==> config.mk <==
export PLATFORM = sky130hd
export DESIGN_NAME = divisor_arbiter
export DESIGN_NICKNAME = d
export VERILOG_FILES = /design/src/rtl/divisor_arbiter.sv
export SDC_FILE = /design/constraint.sdc
export NUM_CORES = 1
export LEC_CHECK = 0
export CAP_MARGIN = 5
export CORE_AREA = 8 8 62 85
export DETAILED_ROUTE_END_ITERATION = 10
export DIE_AREA = 0 0 70 93
export PLACE_DENSITY_LB_ADDON = 0.3
export SYNTH_ARGS = -nofsm -noshare
export SYNTH_HDL_FRONTEND = slang
export SYNTH_SLANG_ARGS = --single-unit
export TNS_END_PERCENT = 50
==> constraint.sdc <==
create_clock -name clk -period 4.1 [get_ports clk]
set_input_delay 1.025 -clock clk [delete_from_list [all_inputs] [get_ports clk]]
set_output_delay 1.025 -clock clk [all_outputs]
set_load 0.02 [all_outputs]
==> src/rtl/divisor_arbiter.sv <==
// Round-robin arbiter sharing one multi-cycle divisor between two requesters.
// Optional macro DIV_ZERO_CHECK_EN answers b==0 requests locally without using the divisor.
module divisor_arbiter #(
  parameter int W           = 4,
  parameter int DIV_LATENCY = 6
) (
  input  logic         clk,
  input  logic         rst,
  input  logic         req0_valid,
  output logic         req0_ready,
  input  logic [W-1:0] req0_a,
  input  logic [W-1:0] req0_b,
  input  logic         req1_valid,
  output logic         req1_ready,
  input  logic [W-1:0] req1_a,
  input  logic [W-1:0] req1_b,
  output logic         rsp_valid,
  output logic         rsp_id,
  output logic [W-1:0] rsp_q,
  output logic [W-1:0] rsp_r,
  output logic         rsp_err,
  output logic         div_rst,
  output logic [W-1:0] div_a,
  output logic [W-1:0] div_b,
  input  logic [W-1:0] div_s,
  input  logic [W-1:0] div_r
);

  typedef enum logic [1:0] {
    IDLE = 2'd0,
    LOAD = 2'd1,
    RUN  = 2'd2,
    DONE = 2'd3
  } state_e;

  localparam int CNT_W = (DIV_LATENCY > 1) ? $clog2(DIV_LATENCY) : 1;
  localparam logic [CNT_W-1:0] CNT_LAST = CNT_W'(DIV_LATENCY - 1);

  state_e         state_q, state_d;
  logic [CNT_W-1:0] cnt_q, cnt_d;
  logic           last_grant_q, last_grant_d;
  logic           owner_q, owner_d;
  logic [W-1:0]   div_a_q, div_a_d;
  logic [W-1:0]   div_b_q, div_b_d;
  logic           rsp_id_q, rsp_id_d;
  logic [W-1:0]   rsp_q_q, rsp_q_d;
  logic [W-1:0]   rsp_r_q, rsp_r_d;
  logic           rsp_err_q, rsp_err_d;

  logic           grant_vld;
  logic           grant_id;
  logic [W-1:0]   sel_a;
  logic [W-1:0]   sel_b;
  logic           zero_hit;
  logic           run_last;

  // Both valid: alternate away from the previous winner; otherwise the lone requester wins.
  assign grant_vld = (state_q == IDLE) && !rst && (req0_valid || req1_valid);
  assign grant_id  = (req0_valid && req1_valid) ? ~last_grant_q : req1_valid;
  assign sel_a     = grant_id ? req1_a : req0_a;
  assign sel_b     = grant_id ? req1_b : req0_b;
  assign run_last  = (state_q == RUN) && (cnt_q == CNT_LAST);

`ifdef DIV_ZERO_CHECK_EN
  assign zero_hit = (sel_b == '0);
`else
  assign zero_hit = 1'b0;
`endif

  always_ff @(posedge clk or posedge rst) begin
    if (rst) begin
      state_q <= IDLE;
    end else begin
      state_q <= state_d;
    end
  end

  always_comb begin
    state_d = state_q;
    case (state_q)
      IDLE: begin
        if (grant_vld) begin
          state_d = zero_hit ? DONE : LOAD;
        end
      end
      LOAD: state_d = RUN;
      RUN: begin
        if (run_last) begin
          state_d = DONE;
        end
      end
      DONE:    state_d = IDLE;
      default: state_d = IDLE;
    endcase
  end

  always_comb begin
    req0_ready = grant_vld && !grant_id;
    req1_ready = grant_vld && grant_id;
    div_rst    = (state_q == LOAD);
    rsp_valid  = (state_q == DONE);
  end

  // Datapath next-state: operands latch on accept, results latch on the edge entering DONE.
  always_comb begin
    cnt_d        = cnt_q;
    last_grant_d = last_grant_q;
    owner_d      = owner_q;
    div_a_d      = div_a_q;
    div_b_d      = div_b_q;
    rsp_id_d     = rsp_id_q;
    rsp_q_d      = rsp_q_q;
    rsp_r_d      = rsp_r_q;
    rsp_err_d    = rsp_err_q;
    if (grant_vld) begin
      last_grant_d = grant_id;
      owner_d      = grant_id;
      div_a_d      = sel_a;
      div_b_d      = sel_b;
      if (zero_hit) begin
        rsp_id_d  = grant_id;
        rsp_q_d   = '1;
        rsp_r_d   = sel_a;
        rsp_err_d = 1'b1;
      end
    end
    if (state_q == LOAD) begin
      cnt_d = '0;
    end else if (state_q == RUN) begin
      cnt_d = cnt_q + CNT_W'(1);
    end
    if (run_last) begin
      rsp_id_d  = owner_q;
      rsp_q_d   = div_s;
      rsp_r_d   = div_r;
      rsp_err_d = 1'b0;
    end
  end

  always_ff @(posedge clk or posedge rst) begin
    if (rst) begin
      cnt_q        <= '0;
      last_grant_q <= 1'b1;
      owner_q      <= 1'b0;
      div_a_q      <= '0;
      div_b_q      <= '0;
      rsp_id_q     <= 1'b0;
      rsp_q_q      <= '0;
      rsp_r_q      <= '0;
      rsp_err_q    <= 1'b0;
    end else begin
      cnt_q        <= cnt_d;
      last_grant_q <= last_grant_d;
      owner_q      <= owner_d;
      div_a_q      <= div_a_d;
      div_b_q      <= div_b_d;
      rsp_id_q     <= rsp_id_d;
      rsp_q_q      <= rsp_q_d;
      rsp_r_q      <= rsp_r_d;
      rsp_err_q    <= rsp_err_d;
    end
  end

  assign div_a   = div_a_q;
  assign div_b   = div_b_q;
  assign rsp_id  = rsp_id_q;
  assign rsp_q   = rsp_q_q;
  assign rsp_r   = rsp_r_q;
  assign rsp_err = rsp_err_q;

endmodule
Word level (Yosys, flattened, before mapping). Cells that the tools add are included.

Bits in registers: 24. Input port bits: 28. Output and inout port bits: 22. Word-level logic and storage cells: 37.

$add $sub $neg: 1. Eq/ne operators: 6. Muxes and demuxes: 8. Bitwise gates (word level): 1. Reduce and logical (&&, ||, !) cells: 12.

Operator list (count): $mux 4 (2); $pmux 2 s4 (1); $logic_and 1x1->1 (6); $mux 3 (2); $eq 2x2->1 const B (2); $mux 2 (2); $ne 2x2->1 const B (2); $add 3x1->3 const B (1); $eq 3x3->1 const B (1); $eq 2x1->1 const B (1); $logic_not 1->1 (2); $logic_not 2->1 (1); $reduce_and 2->1 (1); $reduce_bool 2->1 (1); $logic_or 1x1->1 (1); $mux 1 (1); $not 1->1 (1).

Longest topological paths before layout.
Depth in word-level cells: 5. Mapped depth: 6. Mapped depth without buffers: 5.

Worst setup path after synthesis. Ideal clock, no wire load.

Kind: input to output. Start point: input rst. End point: output req0_ready. Arrival: 1.478 ns. Required time: 3.075 ns. Path slack: 1.597 ns. Stages: 3. Buffers on the path: 1. Cell sequence: nor2b_4 > buf_6 > and3_2.

Cells in the longest elaborated chain, start to end: 4.

Ends and longest elaborated chain: start: declaration (RTL line 8) `input logic rst,`; $logic_not 1->1 (no line); $logic_and 1x1->1 (2 in a row) (RTL line 58) `assign grant_vld = (state_q == IDLE) && !rst && (req0_valid || req1_valid);`; $logic_and 1x1->1 (RTL line 98) `req0_ready = grant_vld && !grant_id;`; end: declaration (RTL line 10) `output logic req0_ready,`.

Every way passes these cells.

Worst setup path after layout.
Start point: input rst. End point: output req1_ready.

Cells in the longest elaborated chain, start to end: 4.

Ends and longest elaborated chain: $logic_not 1->1 (no line); $logic_and 1x1->1 (2 in a row) (RTL line 58); $logic_and 1x1->1 (RTL line 99) `req1_ready = grant_vld && grant_id;`; end: declaration (RTL line 14) `output logic req1_ready,`.

Every way passes these cells.

==> out/results.ini <==
[clocking]
h-tree-depth = 1
cts_resized = 0
clock_latency_ns = 0.26
cts_root_buffer = clkbuf_8
cts_tree = built
post_cts_buffers = 0
path_clk_slew_ns = 0.08
cts-hold-fix-buffers = 0
cts-buffers-inserted = 3
cts.sinks = 24
clock_path_buffers = 2

[finish]
final_area_um2 = 1720
instances_no_fill = 184
final_cell_mix = clkdlybuf4s50_1 (48), dfrtp_1 (23), mux2_2 (10), and4_1 (8), a221o_1 (8)
drive_above_1_share_pct = 15.8
post-route-util_pct = 42.2
antenna-diode-count = 0
areaGrowthSynthToFinish_pct = 46.9
num-nets-final = 174
final_common_cell = clkdlybuf4s50_1

[pwr]
pwr-share-clk_pct = 11.8
p_switching_mw = 0.441
p_sw_share_pct = 36.5
pwr-share-seq_pct = 35.1
p_per_area_nw_per_um2 = 703
intPower_mw = 0.765
ir_drop_uv = 309
p_leak_nw = 0.730
combPwrFrac_pct = 53.1

[logic_synthesis]
synth_nets = 125
yosysWarnings = 0
synthCells = 91
synth.avg_cell_area_um2 = 12.8
synth-seq-area-share_pct = 51.5
synth_area_um2 = 1170
ys_types = 28
synth-seq-cells = 24

[sta]
setup_viol = 0
rsz0062_at_grt = false
max_slew_margin_pct = 40.1
fin_crit_ns = 3.75
worst-slew-pin-transition_ns = 0.897
setup-tns-final_ns = 0
finalHoldViolCount = 0
max_freq_ghz = 0.267
setup_ws_ns = 0.350
worst_clock_skew_ns = 0.00223
finalCritPeriodShare_pct = 91.5
drv_slew = 0

[setup_path]
r2r_cells = 5
critical_path_depth = 4
cp.arrival_ns = 2.72
r2r_start = state_q[0]
worstPathMaxFanout = 11
slowest_stage = clkdlybuf4s50_1
crit_path_end_kind = output port
crit_path_frequent_cell = clkdlybuf4s50_1
reg2reg_to = div_a[2]
rrSetupSlack_ns = 2.41
path_buf_inv = 2
crit_path_cell_trace = clkdlybuf4s50_1, nor2b_4, and3_4, clkdlybuf4s50_1
cp_top_family = buffers and inverters
start_kind = input port
path_class = input port to output port
cp_slowest_stage_delay_ns = 0.63
crit_required_ns = 3.07

[global_routing]
grt_usage_pct = 9.07
gr-total-overflow = 0
grt_pass1_vias = 982
grt_max_degree = 25
grt_pass1_wl_mm = 4.83
antenna_found_initial = 0

[routing]
drcViolationCount = 0
vias = 904
drt-total-wl_mm = 2.95
drtAntennaViolNets = 0
detail_route.iter0.violations = 19
via_per_inst = 4.91
wire_per_inst_um = 16.0
drt_pass1_iterations = 4

[floorplanning]
die_h_um = 93
ioPinCount = 50
die_w_um = 70
start_util_pct = 28.8
rows = 28
die-area_um2 = 6510
coreArea_um2 = 4060

[worst_hold_path]
min_from = owner_q
holdPathStages = 1
hold_path_class = flip-flop to flip-flop
min_to = owner_q

[placed_design]
dpl.cell_count = 180
dp_slack_ns = 0.353
io_buffer_count = 48
dp_hpwl_mm = 2.38
placed_cell_area_um2 = 1670
gp_congestion = 0.775

[outcome]
status = completed

[job]
cap_violations = 0

==> per-stage QoR <==
stage          hold WS [ns]  total power [mW]
2_1_floorplan         0.453             0.810
3_3_place_gp          0.475              1.06
3_5_place_dp          0.466              1.08
4_1_cts               0.485              1.23
5_1_grt               0.502              1.30
6_report              0.482              1.21
==> flip-flops by register name, summed over array words and instances (netlist names) <==
register      count
div_a             4
state_q           2
cnt_q             3
last_grant_q      1
rsp_id            1
div_b             4
owner_q           1
rsp_q             4
rsp_r             4
==> final cells by class <==
| class | instances | area, µm² |
|---|---|---|
| inverters | 4 | 15.0 |
| flip-flops and latches | 24 | 602 |
| repair buffers | 48 | 480 |
| fillers | 416 | 2350 |
| multi-input cells | 59 | 518 |
| well taps | 45 | 56.3 |
| clock buffers | 4 | 45.0 |
==> worst max path at each step <==
stage / end / slack, ns / start
floorplan: req0_ready / 1.60 / rst
global placement: req1_ready / 0.38 / rst
detailed placement: req1_ready / 0.35 / rst
CTS: req1_ready / 0.35 / rst
global route: req1_ready / 0.28 / rst
finish: req1_ready / 0.35 / rst
==> power by group through the flow <==
stage                     Sequential [mW]  Clock [mW]  Combinational, mW
after floorplan                     0.518           0              0.292
after global placement              0.423           0              0.636
after detailed placement            0.431           0              0.653
after CTS                           0.426       0.149              0.656
after global routing                0.440       0.158              0.701
final                               0.423       0.142              0.641
==> per-layer routing <==
metal	global-route usage [%]	vias up	share of wire [%]
met2	16.5	21	56
met5	0	-	0
met4	4.03	0	1.3
met3	1.80	4	3.0
li1	-	436	-
met1	9.88	443	40
==> Yosys cell counts <==
master / n / area (µm²)
nand2b_1: 1 / 6.26
clkbuf_1: 1 / 3.75
nand3b_1: 1 / 7.51
o21ai_4: 1 / 16.3
o21ai_0: 3 / 15.0
a21o_2: 2 / 17.5
inv_1: 4 / 15.0
nor2b_4: 1 / 13.8
nand2_1: 4 / 15.0
ha_1: 6 / 75.1
buf_4: 1 / 7.51
dfrtp_1: 23 / 576
dfstp_2: 1 / 26.3
a21bo_2: 1 / 10.0
nor2_1: 3 / 11.3
a21oi_1: 1 / 5.00
conb_1: 1 / 3.75
o211ai_1: 2 / 15.0
buf_6: 2 / 22.5
mux2_2: 10 / 113
or2_2: 1 / 6.26
nand3_1: 1 / 5.00
a221o_1: 8 / 80.1
and3_4: 1 / 11.3
o21a_1: 1 / 7.51
and4_1: 8 / 70.1
o22ai_1: 1 / 6.26
and3_2: 1 / 7.51
==> cells by family after synthesis <==
logic type | Yosys count | share of synthesized area (%)
simple gates | 22 | 13.2
fa+ha+maj | 6 | 6.42
other cells | 1 | 0.321
flops | 24 | 51.5
compound gates | 20 | 14.8
mux | 10 | 9.64
buf+inv | 8 | 4.18
Note: power is estimated with default switching activity, not from simulation.
